$ cat config.mk
export PLATFORM = sky130hd
export DESIGN_NAME = hp_manager_flat
export DESIGN_NICKNAME = d
export VERILOG_FILES = /design/src/rtl/hp_manager_if.sv /design/src/rtl/hp_manager.sv /design/src/flat_wrapper.sv
export SDC_FILE = /design/constraint.sdc
export NUM_CORES = 1
export LEC_CHECK = 0
export CAP_MARGIN = 20
export CORE_ASPECT_RATIO = 0.75
export CORE_MARGIN = 2
export CORE_UTILIZATION = 45
export DETAILED_ROUTE_END_ITERATION = 8
export PLACE_DENSITY = 0.68
export SYNTH_ARGS = -nofsm -noshare
export SYNTH_HDL_FRONTEND = slang
export SYNTH_SLANG_ARGS = --single-unit
$ cat constraint.sdc
create_clock -name Clk -period 3.5 [get_ports Clk]
set_input_delay 0.7 -clock Clk [delete_from_list [all_inputs] [get_ports Clk]]
set_output_delay 0.7 -clock Clk [all_outputs]
set_load 0.05 [all_outputs]
$ cat src/rtl/hp_manager_if.sv
// Bundle of the HP manager's game-side signals: frame sync and event pulses in,
// HP bar vectors and round status flags out.
interface hp_manager_if;
    logic       VGA_VS;
    logic       game_start;
    logic       p1_hit;
    logic       p2_hit;
    logic       p1_heal;
    logic       p2_heal;
    logic [4:0] player1_HP;
    logic [4:0] player2_HP;
    logic       p1_dead;
    logic       p2_dead;
    logic       playing;
    logic       game_over;
    logic [1:0] winner;

    modport master (
        output VGA_VS, game_start, p1_hit, p2_hit, p1_heal, p2_heal,
        input  player1_HP, player2_HP, p1_dead, p2_dead, playing, game_over, winner
    );

    modport slave (
        input  VGA_VS, game_start, p1_hit, p2_hit, p1_heal, p2_heal,
        output player1_HP, player2_HP, p1_dead, p2_dead, playing, game_over, winner
    );
endinterface

$ cat src/rtl/hp_manager.sv
// Hit-point manager: owns both players' HP, invulnerability and blink timing
// (frame-paced from VGA vertical sync), and the IDLE/PLAY/OVER round sequence.
module hp_manager #(
    parameter int MAX_HP        = 5,
    parameter int INVULN_FRAMES = 60,
    parameter int BLINK_HALF    = 4,
    parameter int OVER_FRAMES   = 180
) (
    input logic         Clk,
    input logic         Reset_n,
    hp_manager_if.slave bus
);
    localparam int IW = $clog2(INVULN_FRAMES + 1);
    localparam int BW = $clog2(2 * BLINK_HALF);
    localparam int OW = $clog2(OVER_FRAMES + 1);

    localparam logic [2:0]    HP_FULL    = 3'(MAX_HP);
    localparam logic [IW-1:0] INV_LOAD   = IW'(INVULN_FRAMES);
    localparam logic [BW-1:0] BLINK_LAST = BW'(2 * BLINK_HALF - 1);
    localparam logic [BW-1:0] BLINK_MID  = BW'(BLINK_HALF);
    localparam logic [OW-1:0] OVER_LOAD  = OW'(OVER_FRAMES);

    typedef enum logic [1:0] {IDLE, PLAY, OVER} top_t;
    typedef enum logic [1:0] {ALIVE, INVULN, DEAD} pstate_t;

    typedef struct packed {
        pstate_t       st;
        logic [2:0]    cnt;
        logic [IW-1:0] inv;
        logic [BW-1:0] blink;
    } player_t;

    top_t          top_q, top_n;
    player_t       p1_q, p1_n, p2_q, p2_n;
    logic [OW-1:0] over_q, over_n;
    logic [1:0]    winner_q, winner_n;
    logic          vs_q;
    logic          frame_tick;

    logic [4:0]    hp1_q, hp1_n, hp2_q, hp2_n;
    logic          dead1_q, dead1_n, dead2_q, dead2_n;
    logic          playing_q, playing_n, game_over_q, game_over_n;

    function automatic player_t fresh_player();
        player_t p;
        p.st    = ALIVE;
        p.cnt   = HP_FULL;
        p.inv   = '0;
        p.blink = '0;
        return p;
    endfunction

    // One cycle of a player's ALIVE/INVULN/DEAD behaviour; hit beats heal.
    function automatic player_t step_player(player_t p, logic hit, logic heal, logic tick);
        player_t n;
        n = p;
        case (p.st)
            ALIVE: begin
                if (hit) begin
                    n.cnt = p.cnt - 3'd1;
                    if (p.cnt == 3'd1) begin
                        n.st = DEAD;
                    end else begin
                        n.st    = INVULN;
                        n.inv   = INV_LOAD;
                        n.blink = '0;
                    end
                end else if (heal && p.cnt < HP_FULL) begin
                    n.cnt = p.cnt + 3'd1;
                end
            end
            INVULN: begin
                if (!hit && heal && p.cnt < HP_FULL) begin
                    n.cnt = p.cnt + 3'd1;
                end
                if (tick) begin
                    n.inv   = p.inv - IW'(1);
                    n.blink = (p.blink == BLINK_LAST) ? '0 : p.blink + BW'(1);
                    if (p.inv == IW'(1)) begin
                        n.st = ALIVE;
                    end
                end
            end
            default: ;
        endcase
        return n;
    endfunction

    function automatic logic [4:0] therm(logic [2:0] n);
        return ~(5'b11111 >> n);
    endfunction

    // During the dark half of a blink period the last bar is dropped.
    function automatic logic [4:0] show(player_t p);
        if (p.st == INVULN && p.blink >= BLINK_MID) begin
            return therm(p.cnt - 3'd1);
        end
        return therm(p.cnt);
    endfunction

    assign frame_tick = vs_q & ~bus.VGA_VS;

    // Round sequencing and per-player updates; once anyone is dead the other
    // player is frozen so the winner and displayed bars stay consistent.
    always_comb begin
        top_n    = top_q;
        p1_n     = p1_q;
        p2_n     = p2_q;
        over_n   = over_q;
        winner_n = winner_q;
        case (top_q)
            IDLE: begin
                if (bus.game_start) begin
                    top_n    = PLAY;
                    p1_n     = fresh_player();
                    p2_n     = fresh_player();
                    winner_n = 2'b00;
                end
            end
            PLAY: begin
                if (p1_q.st == DEAD || p2_q.st == DEAD) begin
                    top_n    = OVER;
                    over_n   = OVER_LOAD;
                    winner_n = {p1_q.st == DEAD, p2_q.st == DEAD};
                end else begin
                    p1_n = step_player(p1_q, bus.p1_hit, bus.p1_heal, frame_tick);
                    p2_n = step_player(p2_q, bus.p2_hit, bus.p2_heal, frame_tick);
                end
            end
            OVER: begin
                if (bus.game_start) begin
                    top_n    = PLAY;
                    p1_n     = fresh_player();
                    p2_n     = fresh_player();
                    winner_n = 2'b00;
                end else if (frame_tick) begin
                    over_n = over_q - OW'(1);
                    if (over_q == OW'(1)) begin
                        top_n    = IDLE;
                        winner_n = 2'b00;
                        p1_n     = '0;
                        p2_n     = '0;
                    end
                end
            end
            default: top_n = IDLE;
        endcase
    end

    // Output values for the coming state so the registered outputs change on the same edge as the state.
    always_comb begin
        hp1_n       = hp1_q;
        hp2_n       = hp2_q;
        dead1_n     = dead1_q;
        dead2_n     = dead2_q;
        playing_n   = 1'b0;
        game_over_n = 1'b0;
        case (top_n)
            PLAY: begin
                hp1_n     = show(p1_n);
                hp2_n     = show(p2_n);
                dead1_n   = (p1_n.st == DEAD);
                dead2_n   = (p2_n.st == DEAD);
                playing_n = 1'b1;
            end
            OVER: game_over_n = 1'b1;
            default: begin
                hp1_n   = '0;
                hp2_n   = '0;
                dead1_n = 1'b0;
                dead2_n = 1'b0;
            end
        endcase
    end

    // State, counters and output registers.
    always_ff @(posedge Clk or negedge Reset_n) begin
        if (!Reset_n) begin
            top_q       <= IDLE;
            p1_q        <= '0;
            p2_q        <= '0;
            over_q      <= '0;
            winner_q    <= 2'b00;
            vs_q        <= 1'b0;
            hp1_q       <= '0;
            hp2_q       <= '0;
            dead1_q     <= 1'b0;
            dead2_q     <= 1'b0;
            playing_q   <= 1'b0;
            game_over_q <= 1'b0;
        end else begin
            top_q       <= top_n;
            p1_q        <= p1_n;
            p2_q        <= p2_n;
            over_q      <= over_n;
            winner_q    <= winner_n;
            vs_q        <= bus.VGA_VS;
            hp1_q       <= hp1_n;
            hp2_q       <= hp2_n;
            dead1_q     <= dead1_n;
            dead2_q     <= dead2_n;
            playing_q   <= playing_n;
            game_over_q <= game_over_n;
        end
    end

    assign bus.player1_HP = hp1_q;
    assign bus.player2_HP = hp2_q;
    assign bus.p1_dead    = dead1_q;
    assign bus.p2_dead    = dead2_q;
    assign bus.playing    = playing_q;
    assign bus.game_over  = game_over_q;
    assign bus.winner     = winner_q;
endmodule

$ cat src/flat_wrapper.sv
// flat-port wrapper written by rule: the top's interface ports become plain ports
module hp_manager_flat 
#(
    parameter int MAX_HP        = 5,
    parameter int INVULN_FRAMES = 60,
    parameter int BLINK_HALF    = 4,
    parameter int OVER_FRAMES   = 180
)
  (Clk, Reset_n, bus_VGA_VS, bus_game_start, bus_p1_hit, bus_p2_hit, bus_p1_heal, bus_p2_heal, bus_player1_HP, bus_player2_HP, bus_p1_dead, bus_p2_dead, bus_playing, bus_game_over, bus_winner);
  hp_manager_if bus_i ();
  input logic Clk;
  input logic Reset_n;
  input wire logic [$bits(bus_i.VGA_VS)-1:0] bus_VGA_VS;
  input wire logic [$bits(bus_i.game_start)-1:0] bus_game_start;
  input wire logic [$bits(bus_i.p1_hit)-1:0] bus_p1_hit;
  input wire logic [$bits(bus_i.p2_hit)-1:0] bus_p2_hit;
  input wire logic [$bits(bus_i.p1_heal)-1:0] bus_p1_heal;
  input wire logic [$bits(bus_i.p2_heal)-1:0] bus_p2_heal;
  output wire logic [$bits(bus_i.player1_HP)-1:0] bus_player1_HP;
  output wire logic [$bits(bus_i.player2_HP)-1:0] bus_player2_HP;
  output wire logic [$bits(bus_i.p1_dead)-1:0] bus_p1_dead;
  output wire logic [$bits(bus_i.p2_dead)-1:0] bus_p2_dead;
  output wire logic [$bits(bus_i.playing)-1:0] bus_playing;
  output wire logic [$bits(bus_i.game_over)-1:0] bus_game_over;
  output wire logic [$bits(bus_i.winner)-1:0] bus_winner;
  assign bus_i.VGA_VS = bus_VGA_VS;
  assign bus_i.game_start = bus_game_start;
  assign bus_i.p1_hit = bus_p1_hit;
  assign bus_i.p2_hit = bus_p2_hit;
  assign bus_i.p1_heal = bus_p1_heal;
  assign bus_i.p2_heal = bus_p2_heal;
  assign bus_player1_HP = bus_i.player1_HP;
  assign bus_player2_HP = bus_i.player2_HP;
  assign bus_p1_dead = bus_i.p1_dead;
  assign bus_p2_dead = bus_i.p2_dead;
  assign bus_playing = bus_i.playing;
  assign bus_game_over = bus_i.game_over;
  assign bus_winner = bus_i.winner;
  hp_manager #(.MAX_HP(MAX_HP), .INVULN_FRAMES(INVULN_FRAMES), .BLINK_HALF(BLINK_HALF), .OVER_FRAMES(OVER_FRAMES)) u_core (.Clk(Clk), .Reset_n(Reset_n), .bus(bus_i));
endmodule
# ---- Yosys cells after proc, flatten, opt, wreduce, memory -nomap -nowiden
# Cells that the tools add are included.
dict set report classes {
  bitwise_logic 6
  addsub 11
  n_shift 4
  n_eq_ne 34
  muxes 66
  order_cmp 4
  reduce_logical 20
}
# operator n
set op_table {}
lappend op_table {{14-bit two-way mux} 10}
lappend op_table {{14-bit one-hot mux with 3 select lines} 2}
lappend op_table {{14-bit one-hot mux with 2 select lines} 2}
lappend op_table {{9-bit two-way mux} 6}
lappend op_table {{2-bit two-way mux} 18}
lappend op_table {{3-bit two-way mux} 8}
lappend op_table {{8-bit two-way mux} 3}
lappend op_table {{5-bit two-way mux} 4}
lappend op_table {{5-bit NOT} 4}
lappend op_table {{5-bit one-hot mux with 2 select lines} 2}
lappend op_table {{5-bit by 3-bit >> shifter with 5-bit output, first input constant} 4}
lappend op_table {{9-bit AND reduction} 2}
lappend op_table {{8-bit one-hot mux with 2 select lines} 1}
lappend op_table {{3-bit by 2-bit != test with 1-bit output, second input constant} 5}
lappend op_table {{3-bit != test, second input constant} 5}
lappend op_table {{3-bit by 1-bit adder with 3-bit output, second input constant} 4}
lappend op_table {{2-bit by 1-bit == test with 1-bit output, second input constant} 6}
lappend op_table {{2-bit == test, second input constant} 6}
lappend op_table {{6-bit by 1-bit == test with 1-bit output, second input constant} 2}
lappend op_table {{2-bit one-hot mux with 3 select lines} 2}
lappend op_table {{3-bit by 1-bit subtractor with 3-bit output, second input constant} 4}
lappend op_table {{6-bit by 1-bit subtractor with 6-bit output, second input constant} 2}
lappend op_table {{8-bit by 1-bit == test with 1-bit output, second input constant} 1}
lappend op_table {{1-bit logical AND} 8}
lappend op_table {{18 further kinds} 34}
dict set report word_totals {
  reg_bits 55
  output_inout_bits 16
  inputBits 8
  wordCells 163
}

# ---- Longest topological paths before layout
# Gate-level depths: netlist (run 1).
dict set report logic_depth {
  ltp_word 13
  ltp_mapped 14
  depth_no_buf 13
}

# ---- Least setup slack after synthesis (run 1)
# Ideal clock, no wire load.
dict set report synth_path {
  path_kind {input -> register}
  from {input bus_VGA_VS}
  to {register u_core.hp1_q[3] (netlist: u_core.bus.player1_HP[3])}
  stages 9
  n_path_buf 0
  arrival_time_ns 2.822
  setup_time_ns 0.122
  path_slack_ns 0.556
  required_ns 3.378
  cell_sequence {nor4bb_4 and4_4 nand2_1 a32oi_1 ha_1 inv_1 ha_1 or3_1 a32o_1}
}
dict set report synth_via {
  elab_chain_len 12
  word_cells_on_any_way 27
  cone_classes {add/sub: 1; order compare: 1; eq/ne: 3; shift: 2; mux: 15; bitwise: 4; reduce/logical: 1}
}
# item line
set synth_lines {}
lappend synth_lines {{start, declared} flat_wrapper.sv:13} ;# input wire logic [$bits(bus_i.VGA_VS)-1:0] bus_VGA_VS;
lappend synth_lines {{1-bit NOT (*)} hp_manager.sv:101} ;# assign frame_tick = vs_q & ~bus.VGA_VS;
lappend synth_lines {{1-bit AND (*)} hp_manager.sv:101}
lappend synth_lines {{branches (longest 10 deep; another with 3-bit by 1-bit subtractor with 3-bit output)} --}
lappend synth_lines {{end signal, assigned} hp_manager.sv:198} ;# hp1_q <= hp1_n;
lappend synth_lines {{end, declared} hp_manager.sv:40} ;# logic [4:0] hp1_q, hp1_n, hp2_q, hp2_n;
# Mark *: on every way between the ends. The select of a mux whose other input is x is not followed.
# A chain may end at the register's enable or synchronous reset.

==> results_dict.tcl, run 1 <==
set metrics [dict create \
    fin_nets 466 \
    tritoncts "built" \
    critPathLaunchType "primary input" \
    setup_viol 0 \
    yosys_most_used_dff "dfrtp_1" \
    post_cts_buffers 0 \
    ctsHoldBuffers 0 \
    antenna_found_initial 0 \
    antenna_left 0 \
    yosys.cell_types.count 68 \
    cts_resized 0 \
    track_usage_pct 22.5 \
    yosysWarningCount 0 \
    synth-async-reset-ratio_pct 100 \
    crit_arrival_ns 3.32 \
    synth-seq-cells 55 \
    critical_path_class "primary input to flop" \
    crit_path_end_kind "flop" \
    die_h_um 81.5 \
    gp_congestion 0.906 \
    dpl.hpwl_mm 6.62 \
    tns_ns 0 \
    maxSlewViolCount 0 \
    worstMarginPinSlew_ns 0.943 \
    wire_per_inst_um 16.6 \
    r2r_cells 11 \
    synth_edf_count 0 \
    p_per_area_nw_per_um2 981 \
    place_ws_ns 0.0730 \
    insertion_delay_ns 0.32 \
    grt_pass1_vias 3134 \
    first_iter_violations 204 \
    rows 28 \
    fin_crit_sh_pct 88.8 \
    path_max_fanout 8 \
    yosys.cell_count.top_type "dfrtp_1" \
    leakage_nw 1.77 \
    yosys.area.top_type "dfrtp_1" \
    vias_per_cell 5.90 \
    whs_path_depth 2 \
    synth_common_cells "55 x dfrtp_1, 36 x o21ai_0, 34 x nand2_1, 31 x nor2_1, 29 x inv_1" \
    ir_worst_vdd_v 0.000577 \
    initial_core_util_pct 46.1 \
    io_pins 24 \
    slew_headroom_pct 37.2 \
    cts-root-buf "clkbuf_8" \
    fill_cells 701 \
    rsz0062_at_grt "false" \
    grt_pass1_wl_mm 15.4 \
    antenna_cells 0 \
    yosys-top-cells-area "dfrtp_1 38%, ha_1 9.0%, o21ai_0 5.0%, nand2_1 3.5%, nor2_1 3.2%" \
    clkTransAtPathRegs_ns 0.10 \
    synth_area_um2 3600 \
    routed_wl_mm 8.88 \
    yosysTopAreaCellShare_pct 38.2 \
    cts_buffer_depth 2 \
    totalPowerFinal_mw 4.06 \
    fmax_mhz 322 \
    die_area_um2 8740 \
    hold_path.class "flop to flop" \
    clock_skew_ns 0.00788 \
    cap_violations 0 \
    synth_fp_nets 428 \
    port_buffers 23 \
    status "complete, no violations" \
    synth-seq-area-share_pct 38.2 \
    route.detailed.drc 0 \
    final-hold-violation-count 0 \
    synth_cells 394 \
    fin_util_pct 52.9 \
    numCtsBuffers 5 \
    die_x_um 107 \
    core-area_um2 7810 \
    grt_max_degree 42 \
    grt_overflow_total 0 \
    clkSinkCount 55 \
    min_period_ns 3.11 \
    routed-via-count 3161 \
    htree_levels 2 \
    dr.pass1.iters 5 \
    syn_to_final_growth_pct 14.8 \
    timing.final.ws_setup_ns 0.392 \
    drive_gt1_share_pct 10.4 \
    stdcell_area_um2 4140 \
    placed_cell_area_um2 4060 \
    avgSynthCellArea_um2 9.14 \
    crit_required_ns 3.71 \
]
==> layout by cell type (no fill, tap or decap), types with 7 or more instances in the layout <==
| master | instances |
|---|---|
| a21oi_1 | 10 |
| dfrtp_1 | 55 |
| o21ai_0 | 36 |
| o211ai_1 | 9 |
| nand3_1 | 12 |
| a22o_1 | 7 |
| ha_1 | 26 |
| inv_1 | 29 |
| nor2_1 | 31 |
| nor2b_1 | 8 |
| clkdlybuf4s50_1 | 22 |
| buf_4 | 24 |
| nand2_1 | 34 |
| nand3b_1 | 10 |
==> metal layers <==
metal | global-route usage (%) | wire length (um) | up-vias
li1 | - | - | 1524
met1 | 32.0 | 4420 | 1534
met2 | 36.1 | 3920 | 95
met3 | 4.13 | 475 | 8
met4 | 4.81 | 71 | 0
met5 | 0 | 0 | -
==> cell families (layout without fill, tap and decap cells) <==
group / after synthesis / count (layout) / share of synthesized area (%)
DFF: 55 / 55 / 38.2
buffers and inverters: 47 / 84 / 5.31
adders and majority gates: 26 / 26 / 9.03
muxes: 3 / 3 / 0.868
AOI/OAI and AO/OA: 116 / 116 / 23.0
xor gates and xnor gates: 5 / 5 / 1.22
and+or+nand+nor: 142 / 142 / 22.4
==> final cells by class <==
type	count	area, um2	share of cell area [%]
clock buffers	6	72.6	1.75
inverters	31	116	2.81
multi-input cells	292	2030	49.2
flip-flops and latches	55	1380	33.3
well taps	105	131	3.18
repair buffers	47	405	9.80
==> critical path, cell delays in order <==
cell and delay, ns:
clkdlybuf4s50_1 0.54, nand3b_1 0.22, a2111oi_1 0.50, mux2i_1 0.22
and2_1 0.18, inv_1 0.07, ha_1 0.30, or3_1 0.34
a32o_1 0.25
==> state kept, by name (all words and copies together), names as in the netlist, named ones only <==
name	flops
u_core.bus.game_over	1
u_core.bus.p1_dead	1
u_core.p1_q	13
u_core.p2_q	13
u_core.bus.playing	1
u_core.vs_q	1
u_core.bus.player2_HP	5
u_core.bus.p2_dead	1
u_core.over_q	8
u_core.bus.winner	2
u_core.bus.player1_HP	5
u_core.top_q	2
==> through the flow <==
stage | cells | hold WS (ns)
after CTS | 536 | 0.501
final | 536 | 0.495
after detailed placement | 530 | 0.474
after global placement | 530 | 0.470
after floorplan | 394 | 0.404
after global routing | 536 | 0.524
==> report_power, final <==
part | total, mW | switching [mW] | leakage (nW) | internal (mW)
Combinational | 2.56 | 1.53 | 1.06 | 1.03
Sequential | 1.16 | 0.267 | 0.669 | 0.892
Clock | 0.340 | 0.205 | 0.0371 | 0.134
Total | 4.06 | 2.00 | 1.77 | 2.06
==> worst paths after layout <==
kind                                          from                       end  slack, ns
worst max-delay path                    bus_p1_hit  u_core.bus.player1_HP[3]       0.39
worst min-delay path            u_core.bus.p2_dead        u_core.bus.p2_dead       0.50
worst max register to register    u_core.over_q[1]  u_core.bus.player1_HP[3]       0.62
worst min register to register  u_core.bus.p2_dead        u_core.bus.p2_dead       0.50
max in group asynchronous                  Reset_n            u_core.p2_q[2]       2.22
min in group asynchronous                  Reset_n            u_core.p1_q[7]       0.52
Note: power is estimated with default switching activity, not from simulation.
==> run 2: changes to the inputs <==
--- a/config.mk
+++ b/config.mk
@@ -6,11 +6,11 @@
 export NUM_CORES = 1
 export LEC_CHECK = 0
 export CAP_MARGIN = 20
-export CORE_ASPECT_RATIO = 0.75
+export CORE_ASPECT_RATIO = 1.1
 export CORE_MARGIN = 2
 export CORE_UTILIZATION = 45
 export DETAILED_ROUTE_END_ITERATION = 8
-export PLACE_DENSITY = 0.68
+export PLACE_DENSITY_LB_ADDON = 0.25
 export SYNTH_ARGS = -nofsm -noshare
 export SYNTH_HDL_FRONTEND = slang
 export SYNTH_SLANG_ARGS = --single-unit
==> run 2 against run 1 <==
Combinational power about the same. Clock power increased by 3%. Highest routed layer unchanged. Count of clock-buffer cells in the layout increased by 1. Critical path type unchanged. Via count increased by 0.51%. Core utilization decreased by 0.33 points. Non-clock buffer count decreased by 4. Sequential share of layout area increased by 0.14 points. First-iteration DRC count increased by 55%. Largest cell class unchanged.
==> results_dict.tcl, run 2 (synthesis gave the netlist of run 1 again) <==
set metrics [dict create \
    die_x_um 89.3 \
    io_pins 24 \
    ctsHoldBuffers 0 \
    timing.final.ws_setup_ns 0.393 \
    final-hold-violation-count 0 \
    routed-via-count 3177 \
    grt_max_degree 35 \
    place_ws_ns 0.0616 \
    p_per_area_nw_per_um2 982 \
    path_max_fanout 8 \
    htree_levels 2 \
    r2r-start "u_core.p1_q[9]" \
    tns_ns 0 \
    setup_viol 0 \
    clkTransAtPathRegs_ns 0.10 \
    die_h_um 97.8 \
    fmax_mhz 322 \
    fin_nets 462 \
    status "complete, no violations" \
    cts_resized 0 \
    post_cts_buffers 0 \
    crit_path_end_kind "flop" \
    rsz0062_at_grt "false" \
    top_regs "u_core.p1_q (13), u_core.p2_q (13), u_core.over_q (8)" \
    dpl.hpwl_mm 6.73 \
    track_usage_pct 22.4 \
    wire_per_inst_um 16.9 \
    r2r_cells 11 \
    syn_to_final_growth_pct 14.3 \
    antenna_found_initial 0 \
    port_buffers 23 \
    die_area_um2 8740 \
    min_period_ns 3.11 \
    leakage_nw 1.75 \
    totalPowerFinal_mw 4.05 \
    cts-root-buf "clkbuf_8" \
    stdcell_area_um2 4120 \
    antenna_cells 0 \
    crit_arrival_ns 3.32 \
    critical_path_class "primary input to flop" \
    tritoncts "built" \
    ir_worst_vdd_v 0.000606 \
    slew_headroom_pct 47.7 \
    fill_cells 757 \
    placed_cell_area_um2 4040 \
    core-area_um2 7830 \
    crit_required_ns 3.71 \
    routed_wl_mm 9.07 \
    hold_path.class "primary input to async pin" \
    dr.pass1.iters 4 \
    cts_buffer_depth 2 \
    vias_per_cell 5.92 \
    clkSinkCount 55 \
    clock_skew_ns 0.0121 \
    final_common_cell "dfrtp_1" \
    rows 34 \
    gp_congestion 0.879 \
    fin_hold_ws_ns 0.454 \
    insertion_delay_ns 0.31 \
    maxSlewViolCount 0 \
    grt_pass1_vias 3215 \
    route.detailed.drc 0 \
    mostFrequentLayoutCells "55 x dfrtp_1, 36 x o21ai_0, 34 x nand2_1, 31 x nor2_1, 29 x inv_1" \
    fin_crit_sh_pct 88.8 \
    numCtsBuffers 5 \
    worstMarginPinSlew_ns 0.784 \
    first_iter_violations 316 \
    r2r_setup_slack_ns 0.68 \
    drive_gt1_share_pct 9.79 \
    r2r_end "u_core.bus.player1_HP[3]" \
    critPathLaunchType "primary input" \
    initial_core_util_pct 46.0 \
    cap_violations 0 \
    grt_pass1_wl_mm 15.6 \
    grt_overflow_total 0 \
    antenna_left 0 \
]
run 2: cell types whose count changed in the layout (fill, tap and decap cells not counted), sizes merged:
cell,change
buf,-4
clkbuf,+1
clkinv,+1
run 2: per-stage QoR:
stage	util (%)	cells
after floorplan	-	394
after global placement	51.6	529
after detailed placement	51.6	529
after CTS	52.6	537
after global routing	52.6	537
final	52.6	537
run 2: how the worst max path moves through the flow:
stage / slack [ns] / cells past startpoint / to / start
2_1_floorplan: 0.56 / 9 / u_core.bus.player1_HP[3] / bus_VGA_VS
3_3_place_gp: 0.15 / 10 / u_core.bus.player1_HP[3] / bus_VGA_VS
3_5_place_dp: 0.06 / 9 / u_core.bus.player1_HP[3] / bus_p1_hit
4_1_cts: 0.40 / 9 / u_core.bus.player1_HP[3] / bus_p1_hit
5_1_grt: 0.19 / 12 / u_core.bus.player1_HP[3] / bus_p1_hit
6_report: 0.39 / 12 / u_core.bus.player1_HP[3] / bus_p1_hit
run 2: cell type report:
cell class / count / area [um2] / share of cell area [%]
clock buffer: 7 / 76.3 / 1.85
multi-input combinational: 292 / 2030 / 49.4
tap: 108 / 135 / 3.28
timing repair buffer: 43 / 375 / 9.11
sequential: 55 / 1380 / 33.4
inverter: 31 / 116 / 2.83
clock inverter: 1 / 5.00 / 0.122
run 2: per-layer routing:
layer / track usage, % / vias to the layer above / routed length (um)
met4: 7.23 / 0 / 188
met5: 0 / - / 0
li1: - / 1514 / -
met1: 30.9 / 1557 / 4080
met2: 35.5 / 91 / 4410
met3: 3.80 / 15 / 391
run 2: worst max-delay path, cell delays in order:
cell and delay (ns):
clkdlybuf4s50_1 0.62, nor2b_1 0.35, o21ai_0 0.17, nand2_1 0.08, o21ai_0 0.07, a21o_1 0.19
inv_1 0.07, ha_1 0.14, inv_1 0.04, ha_1 0.28, or3_1 0.35, a32o_1 0.25
run 2: where the power goes:
| part | switching, mW | leakage (nW) | internal, mW |
|---|---|---|---|
| clock network | 0.209 | 0.0422 | 0.141 |
| logic | 1.52 | 1.04 | 1.01 |
| registers | 0.273 | 0.669 | 0.891 |
| total | 2.00 | 1.75 | 2.04 |
